[src/rtl/seq_divider.sv]
// seq_divider: 8-bit by 4-bit unsigned restoring divider, one quotient bit per clock.
//
// Ports
//   clk          in   rising-edge clock
//   rst_n        in   asynchronous active-low reset
//   start        in   begin a division (accepted only while idle)
//   dividend     in   8-bit unsigned numerator, sampled on accept
//   divisor      in   4-bit unsigned denominator, sampled on accept
//   quotient     out  8-bit registered quotient
//   remainder    out  4-bit registered remainder
//   busy         out  high in CALC and DONE
//   done         out  one-cycle pulse while quotient/remainder are valid
//   div_by_zero  out  registered flag, last accepted divisor was zero
//
// A zero divisor skips CALC entirely and reports quotient 8'hFF, remainder 4'hF.

module seq_divider (
    input  logic       clk,
    input  logic       rst_n,
    input  logic       start,
    input  logic [7:0] dividend,
    input  logic [3:0] divisor,
    output logic [7:0] quotient,
    output logic [3:0] remainder,
    output logic       busy,
    output logic       done,
    output logic       div_by_zero
);

    typedef enum logic [1:0] {StIdle, StCalc, StDone} state_e;

    state_e     state_q, state_d;
    logic [2:0] cnt_q, cnt_d;
    logic [7:0] dvd_q, dvd_d;     // dividend, shifted left so bit 7 is the next bit in
    logic [3:0] dvs_q, dvs_d;
    logic [4:0] prem_q, prem_d;   // partial remainder; stored value is always < divisor
    logic [7:0] quo_q, quo_d;
    logic       dbz_q, dbz_d;

    logic [4:0] shifted;
    logic       fits;

    // State register
    always_ff @(posedge clk or negedge rst_n) begin
        if (!rst_n) begin
            state_q <= StIdle;
        end else begin
            state_q <= state_d;
        end
    end

    // Next-state logic
    always_comb begin
        state_d = state_q;
        unique case (state_q)
            StIdle: begin
                if (start) begin
                    state_d = (divisor == 4'd0) ? StDone : StCalc;
                end
            end
            StCalc: begin
                if (cnt_q == 3'd7) begin
                    state_d = StDone;
                end
            end
            StDone: state_d = StIdle;
            default: state_d = StIdle;
        endcase
    end

    // FSM outputs
    always_comb begin
        busy = 1'b0;
        done = 1'b0;
        unique case (state_q)
            StIdle: begin
                busy = 1'b0;
                done = 1'b0;
            end
            StCalc: begin
                busy = 1'b1;
                done = 1'b0;
            end
            StDone: begin
                busy = 1'b1;
                done = 1'b1;
            end
            default: begin
                busy = 1'b0;
                done = 1'b0;
            end
        endcase
    end

    // One restoring step: shift in the next dividend bit and trial-subtract.
    always_comb begin
        shifted = (prem_q << 1) | {4'b0000, dvd_q[7]};
        fits    = (shifted >= {1'b0, dvs_q});
    end

    // Datapath next-state
    always_comb begin
        cnt_d  = cnt_q;
        dvd_d  = dvd_q;
        dvs_d  = dvs_q;
        prem_d = prem_q;
        quo_d  = quo_q;
        dbz_d  = dbz_q;
        unique case (state_q)
            StIdle: begin
                if (start) begin
                    cnt_d = 3'd0;
                    dvd_d = dividend;
                    dvs_d = divisor;
                    if (divisor == 4'd0) begin
                        quo_d  = 8'hFF;
                        prem_d = 5'h0F;
                        dbz_d  = 1'b1;
                    end else begin
                        quo_d  = 8'h00;
                        prem_d = 5'h00;
                        dbz_d  = 1'b0;
                    end
                end
            end
            StCalc: begin
                dvd_d  = {dvd_q[6:0], 1'b0};
                prem_d = fits ? (shifted - {1'b0, dvs_q}) : shifted;
                quo_d  = {quo_q[6:0], fits};
                cnt_d  = cnt_q + 3'd1;  // wraps 7 -> 0 on the final step
            end
            StDone: begin
                cnt_d = cnt_q;
            end
            default: begin
                cnt_d = 3'd0;
            end
        endcase
    end

    always_ff @(posedge clk or negedge rst_n) begin
        if (!rst_n) begin
            cnt_q  <= 3'd0;
            dvd_q  <= 8'h00;
            dvs_q  <= 4'h0;
            prem_q <= 5'h00;
            quo_q  <= 8'h00;
            dbz_q  <= 1'b0;
        end else begin
            cnt_q  <= cnt_d;
            dvd_q  <= dvd_d;
            dvs_q  <= dvs_d;
            prem_q <= prem_d;
            quo_q  <= quo_d;
            dbz_q  <= dbz_d;
        end
    end

    assign quotient    = quo_q;
    assign remainder   = prem_q[3:0];
    assign div_by_zero = dbz_q;

endmodule

[config.mk]
export PLATFORM = sky130hd
export DESIGN_NAME = seq_divider
export DESIGN_NICKNAME = d
export VERILOG_FILES = /design/src/rtl/seq_divider.sv
export SDC_FILE = /design/constraint.sdc
export NUM_CORES = 1
export LEC_CHECK = 0
export BUFFER_PORTS_ARGS = -buffer_cell sky130_fd_sc_hd__buf_4
export CAP_MARGIN = 20
export CORE_ASPECT_RATIO = 0.5
export CORE_UTILIZATION = 46
export CTS_CLUSTER_SIZE = 10
export DETAILED_ROUTE_END_ITERATION = 16
export PLACE_DENSITY = 0.68
export SLEW_MARGIN = 20
export SYNTH_ARGS = -nofsm -noshare
export SYNTH_HDL_FRONTEND = slang
export SYNTH_SLANG_ARGS = --single-unit
[constraint.sdc]
create_clock -name clk -period 3.62 [get_ports clk]
set_clock_uncertainty 0.15 [all_clocks]
set_input_delay 0.362 -clock clk [delete_from_list [all_inputs] [get_ports clk]]
set_output_delay 0.362 -clock clk [all_outputs]
set_load 0.05 [all_outputs]
# Yosys cells after proc, flatten, opt, wreduce, memory -nomap -nowiden
# Index checks and enable logic that the tools add are counted.
totals:
  in_bits: 15
  out_inout_bits: 15
  wordCells: 43
  reg_bits: 30
op_classes:
  n_eq_ne: 5
  add_sub_neg: 2
  bitwise: 2
  muxes: 18
  magnitude_cmp: 1
  n_reduce_logical: 8
ops:
  columns: ["op", "count"]
  rows:
  - ["8-bit one-hot mux with 2 select lines", 2]
  - ["8-bit two-way mux", 3]
  - ["4-bit two-way mux", 3]
  - ["3-bit one-hot mux with 3 select lines", 1]
  - ["4-bit one-hot mux with 2 select lines", 1]
  - ["2-bit AND reduction", 4]
  - ["2-bit two-way mux", 3]
  - ["5-bit by 4-bit greater-or-equal comparator with 1-bit output", 1]
  - ["5-bit by 1-bit OR with 5-bit output", 1]
  - ["4-bit zero test", 1]
  - ["2-bit != test, second input constant", 2]
  - ["2-bit one-hot mux with 2 select lines", 1]
  - ["4-bit subtractor", 1]
  - ["3-bit by 1-bit adder with 3-bit output, second input constant", 1]
  - ["3-bit == test, second input constant", 1]
  - ["1-bit two-way mux", 3]
  - ["3-bit two-way mux", 1]
  - ["2-bit by 1-bit == test with 1-bit output, second input constant", 1]
  - ["2-bit == test, second input constant", 1]
  - ["2-bit zero test", 1]
  - ["2-bit nonzero test", 1]
  - ["2-bit OR reduction", 1]
  - ["1-bit NOT", 1]

# Logic depth before layout (Yosys ltp)
depth:
  depth_word: 4
  ltp_mapped: 9
  mapped_depth_nobuf: 7

# Worst setup path before layout
# OpenSTA, ideal clock, no wires.
synth_path:
  kind: "reg2reg"
  start: "register prem_q[1]"
  end: "register prem_q[1]"
  setup_time_ps: 78
  path_buffers: 0
  path_slack_ps: 1462
  t_arrival_ps: 1930
  stages_incl_launch_ff: 7
  cell_sequence: "dfrtp_1 > ha_1 > or2_2 > a211oi_1 > a21oi_2 > mux2i_1 > a21oi_1"
synth_between:
  elab_chain_len: 4
synth_rtl:
  columns: ["element", "line", "source"]
  rows:
  - ["from (decl)", "36", "logic [4:0] prem_q, prem_d;"]
  - ["from (signal assigned)", "153", "prem_q <= prem_d;"]
  - ["5-bit by 1-bit OR with 5-bit output", "97", "shifted = (prem_q << 1) | {4'b0000, dvd_q[7]};"]
  - ["5-bit by 4-bit greater-or-equal comparator with 1-bit output", "98", "fits = (shifted >= {1'b0, dvs_q});"]
  - ["4-bit two-way mux", "128", "prem_d = fits ? (shifted - {1'b0, dvs_q}) : shifted;"]
  - ["4-bit one-hot mux with 2 select lines", "109", "unique case (state_q)"]
# No other way between the ends.
# A chain may end at the register's enable or synchronous reset.

# Final worst setup path
layout_path:
  start: "register state_q[1]"
  end: "register prem_q[0]"
layout_between:
  elab_chain_len: 3
  elab_cells_between_ends: 6
  classes_between: "eq/ne: 2; mux: 1; reduce/logical: 3"
layout_rtl:
  columns: ["element", "line", "source"]
  rows:
  - ["from (decl)", "32", "state_e state_q, state_d;"]
  - ["from (signal assigned)", "46", "state_q <= StIdle;"]
  - ["from (signal assigned)", "48", "state_q <= state_d;"]
  - ["2-bit by 1-bit == test with 1-bit output / 2-bit zero test (equally long branches)", "109", null]
  - ["2-bit nonzero test (no source line) / 2-bit != test (equally long branches)", null, null]
  - ["2-bit AND reduction (no source line)", null, null]
# Several ways; a longest one is shown, not always the timed one.

==> reports/results.txt <==
Status - completed
H-Tree Depth - 2
Clk Latency, worst-skew pair - 280 ps
Tmin final - 2130 ps
WL final - 3080 um
Crit path max fanout - 30
Power density over the cells - 1030 mW/mm^2
Die height - 43.9 um
Static leakage - 0.940 nW
Final setup viols - 0
Critical path type - flop to flop
Hpwl dp - 2190 um
Placer Congestion - 0.816
Clock slew at reported path FFs - 70 ps
Synth Instances - 162
Drc violations - 0
Worst setup SP type - flop
Ports - 30
Initial core utilization - 50.8%
CP top delay family - compound AO/OA/AOI/OAI gates
Post-route ant nets - 0
Ys flop type - dfrtp_1
Top cells by instance count after synthesis - 30 x dfrtp_1, 27 x nand2_1, 21 x o21ai_0
Crit. path cell count - 7
R2r worst-path depth - 7
Reg2Reg Capture Point - prem_q[0]
Max Clk Rate - 0.470 GHz
Fin Setup TNS - 0 ps
Resized Gates After CTS - 0
Final Hold Viols - 0
Core Area - 0.00317 mm^2
Worst path cell trace - inv_1 -> ha_1 -> buf_4 -> o21ai_4 -> nand2b_1 -> nand4b_1 -> o221ai_2
RSZ-0062 raised after global routing - no
Maximum buffer depth of the clock tree - 2
First DRT Iteration DRCs - 32
Vias - 1215
Antenna violations before repair - 0
Internal power - 0.00105 W
Actual slew at the worst max-slew pin - 651 ps
Hold path cells - 2
Die Width - 85.7 um
Sequential-to-total area share from yosys stat - 46.6%
Root Driver - clkbuf_8
Ant diodes - 0
Worst Path Arrival - 2120 ps
Vias in the first global route - 1171
Area added between synthesis and finish - 21.7%
CP endpoint kind - flop
Top cells by area, synth - dfrtp_1 47%, ha_1 7.0%, o21ai_0 6.5%
Slowest cell on the critical path - o21ai_4
Pre-antenna DRT Iters - 4
Power share of the combinational group - 57.5%
EDFF count, synth - 0
Routed length per instance - 12.7 um
Asr flop ratio synth - 100%
Post-synth top area cell - dfrtp_1
Tcrit/Tclk final - 58.7%
GR Overflow Total - 0
Sequential power share - 28.7%
Row Count - 14
Cts bufs inserted - 5
Fin. max-slew vios - 0
Net Count, Synth - 187
CTS tree - built
Largest net degree at the start of global routing - 31
Number of I/O port buffers - 29
VDD IR max - 0.000452 V
Hold_ws - 176 ps
Hold Path Sink - dvs_q[0]
FF+latch count, synth - 30
NetSw - 0.000964 W
Clock Power Share - 13.8%
Buf+Inv Stages, Crit Path - 2
Most frequent cell after synthesis - dfrtp_1
Distinct cells, synth - 31
Fin nets - 218
Overall global routing resource usage - 19.5%
Reg2reg start - state_q[1]
Top cell type's share of synthesized area - 46.6%
Reg2reg setup slack - 1490 ps
Via density - 5.02
Max_cap viols - 0
Yosys warning count - 0
First-pass GRT wire length - 5380 um
Largest stage delay on the critical path - 580 ps
WP data required - 3610 ps
Syn avg cell area - 9.95 um^2
Share of cells above drive strength 1 - 24.7%
Net Sw Frac - 47.8%
Mapped cell area - 0.00161 mm^2
Hold Path Class - input pin to flop
Full die area - 0.00376 mm^2
Clock sinks - 30
Slew HR - 56.4%
Min-delay src - divisor[0]
kinds of logic after synthesis:
logic type | count (synthesis) | synth area share [%]
compound gates | 42 | 15.0
xor+xnor | 2 | 1.09
fa+ha+maj | 10 | 8.23
buf+inv | 14 | 3.96
flops | 30 | 46.6
mux | 14 | 9.01
simple gates | 50 | 16.1
power by group through the flow:
stage	logic, W	clock network, W	registers (W)
2_1_floorplan	0.000747	0	0.000746
3_3_place_gp	0.00114	0	0.000580
3_5_place_dp	0.00116	0	0.000585
4_1_cts	0.00117	0.000286	0.000579
5_1_grt	0.00128	0.000305	0.000603
6_report	0.00116	0.000278	0.000579
layer usage:
layer	vias up	share of wire (%)	GRT usage (%)	wire, um
li1	623	-	-	-
met1	567	52	27.0	1600
met2	23	43	29.6	1330
met3	2	4.4	6.29	136
met4	0	0.26	6.00	8
met5	-	0	0	0
how the worst max path moves through the flow:
stage | start | to | slack, ps
2_1_floorplan | prem_q[1] | prem_q[1] | 1460
3_3_place_gp | state_q[0] | prem_q[0] | 1590
3_5_place_dp | state_q[1] | prem_q[0] | 1520
4_1_cts | state_q[1] | prem_q[0] | 1490
5_1_grt | state_q[1] | prem_q[0] | 1310
6_report | state_q[1] | prem_q[0] | 1490
sequential cells by signal, indices dropped and copies added (netlist names):
name and flops:
dvs_q 4, dvd_q 8, state_q 2, cnt_q 3, prem_q 4, div_by_zero 1, quotient 8
final cells by class:
class / count / area (um^2)
clock buffers: 7 / 86.3
clock inverters: 1 / 5.00
fillers: 289 / 1210
inverters: 7 / 26.3
multi-input cells: 118 / 797
flip-flops and latches: 30 / 751
well taps: 48 / 60.1
repair buffers: 31 / 235
cells in the final DEF (no fill, tap or decap):
cell type and instances:
a211oi_1 1, a21oi_1 14, a21oi_2 1, a31oi_1 1, buf_4 30, clkbuf_1 1, clkbuf_8 6, clkinv_2 1
dfrtp_1 30, dlygate4sd3_1 1, fa_1 1, ha_1 9, inv_1 7, mux2_2 4, mux2i_1 10, nand2_1 27
nand2b_1 3, nand3_1 3, nand3b_1 2, nand4_1 1, nand4b_1 2, nor2_1 5, nor2_4 1, nor2_8 1
nor2b_1 2, nor4_1 1, o21ai_0 21, o21ai_1 1, o21ai_4 1, o21bai_1 1, o221ai_2 1, or2_2 1
or4_4 1, xor2_1 2
timing repair:
action	CTS	global route
buffers inserted	0	0
endpoints found under the hold margin	30	0
hold buffers	1	0
endpoints found under the setup margin	0	0
stage by stage:
step / power, W / instance area [um^2] / setup slack [ps] / util (%) / cells
2_1_floorplan: 0.00149 / 1610 / 1460 / - / 162
3_3_place_gp: 0.00172 / 1860 / 1590 / 58.6 / 233
3_5_place_dp: 0.00175 / 1860 / 1520 / 58.6 / 233
4_1_cts: 0.00203 / 1960 / 1490 / 61.8 / 242
5_1_grt: 0.00219 / 1960 / 1310 / 61.8 / 242
6_report: 0.00202 / 1960 / 1490 / 61.8 / 242
No activity file was read; power rests on OpenSTA's default activity.
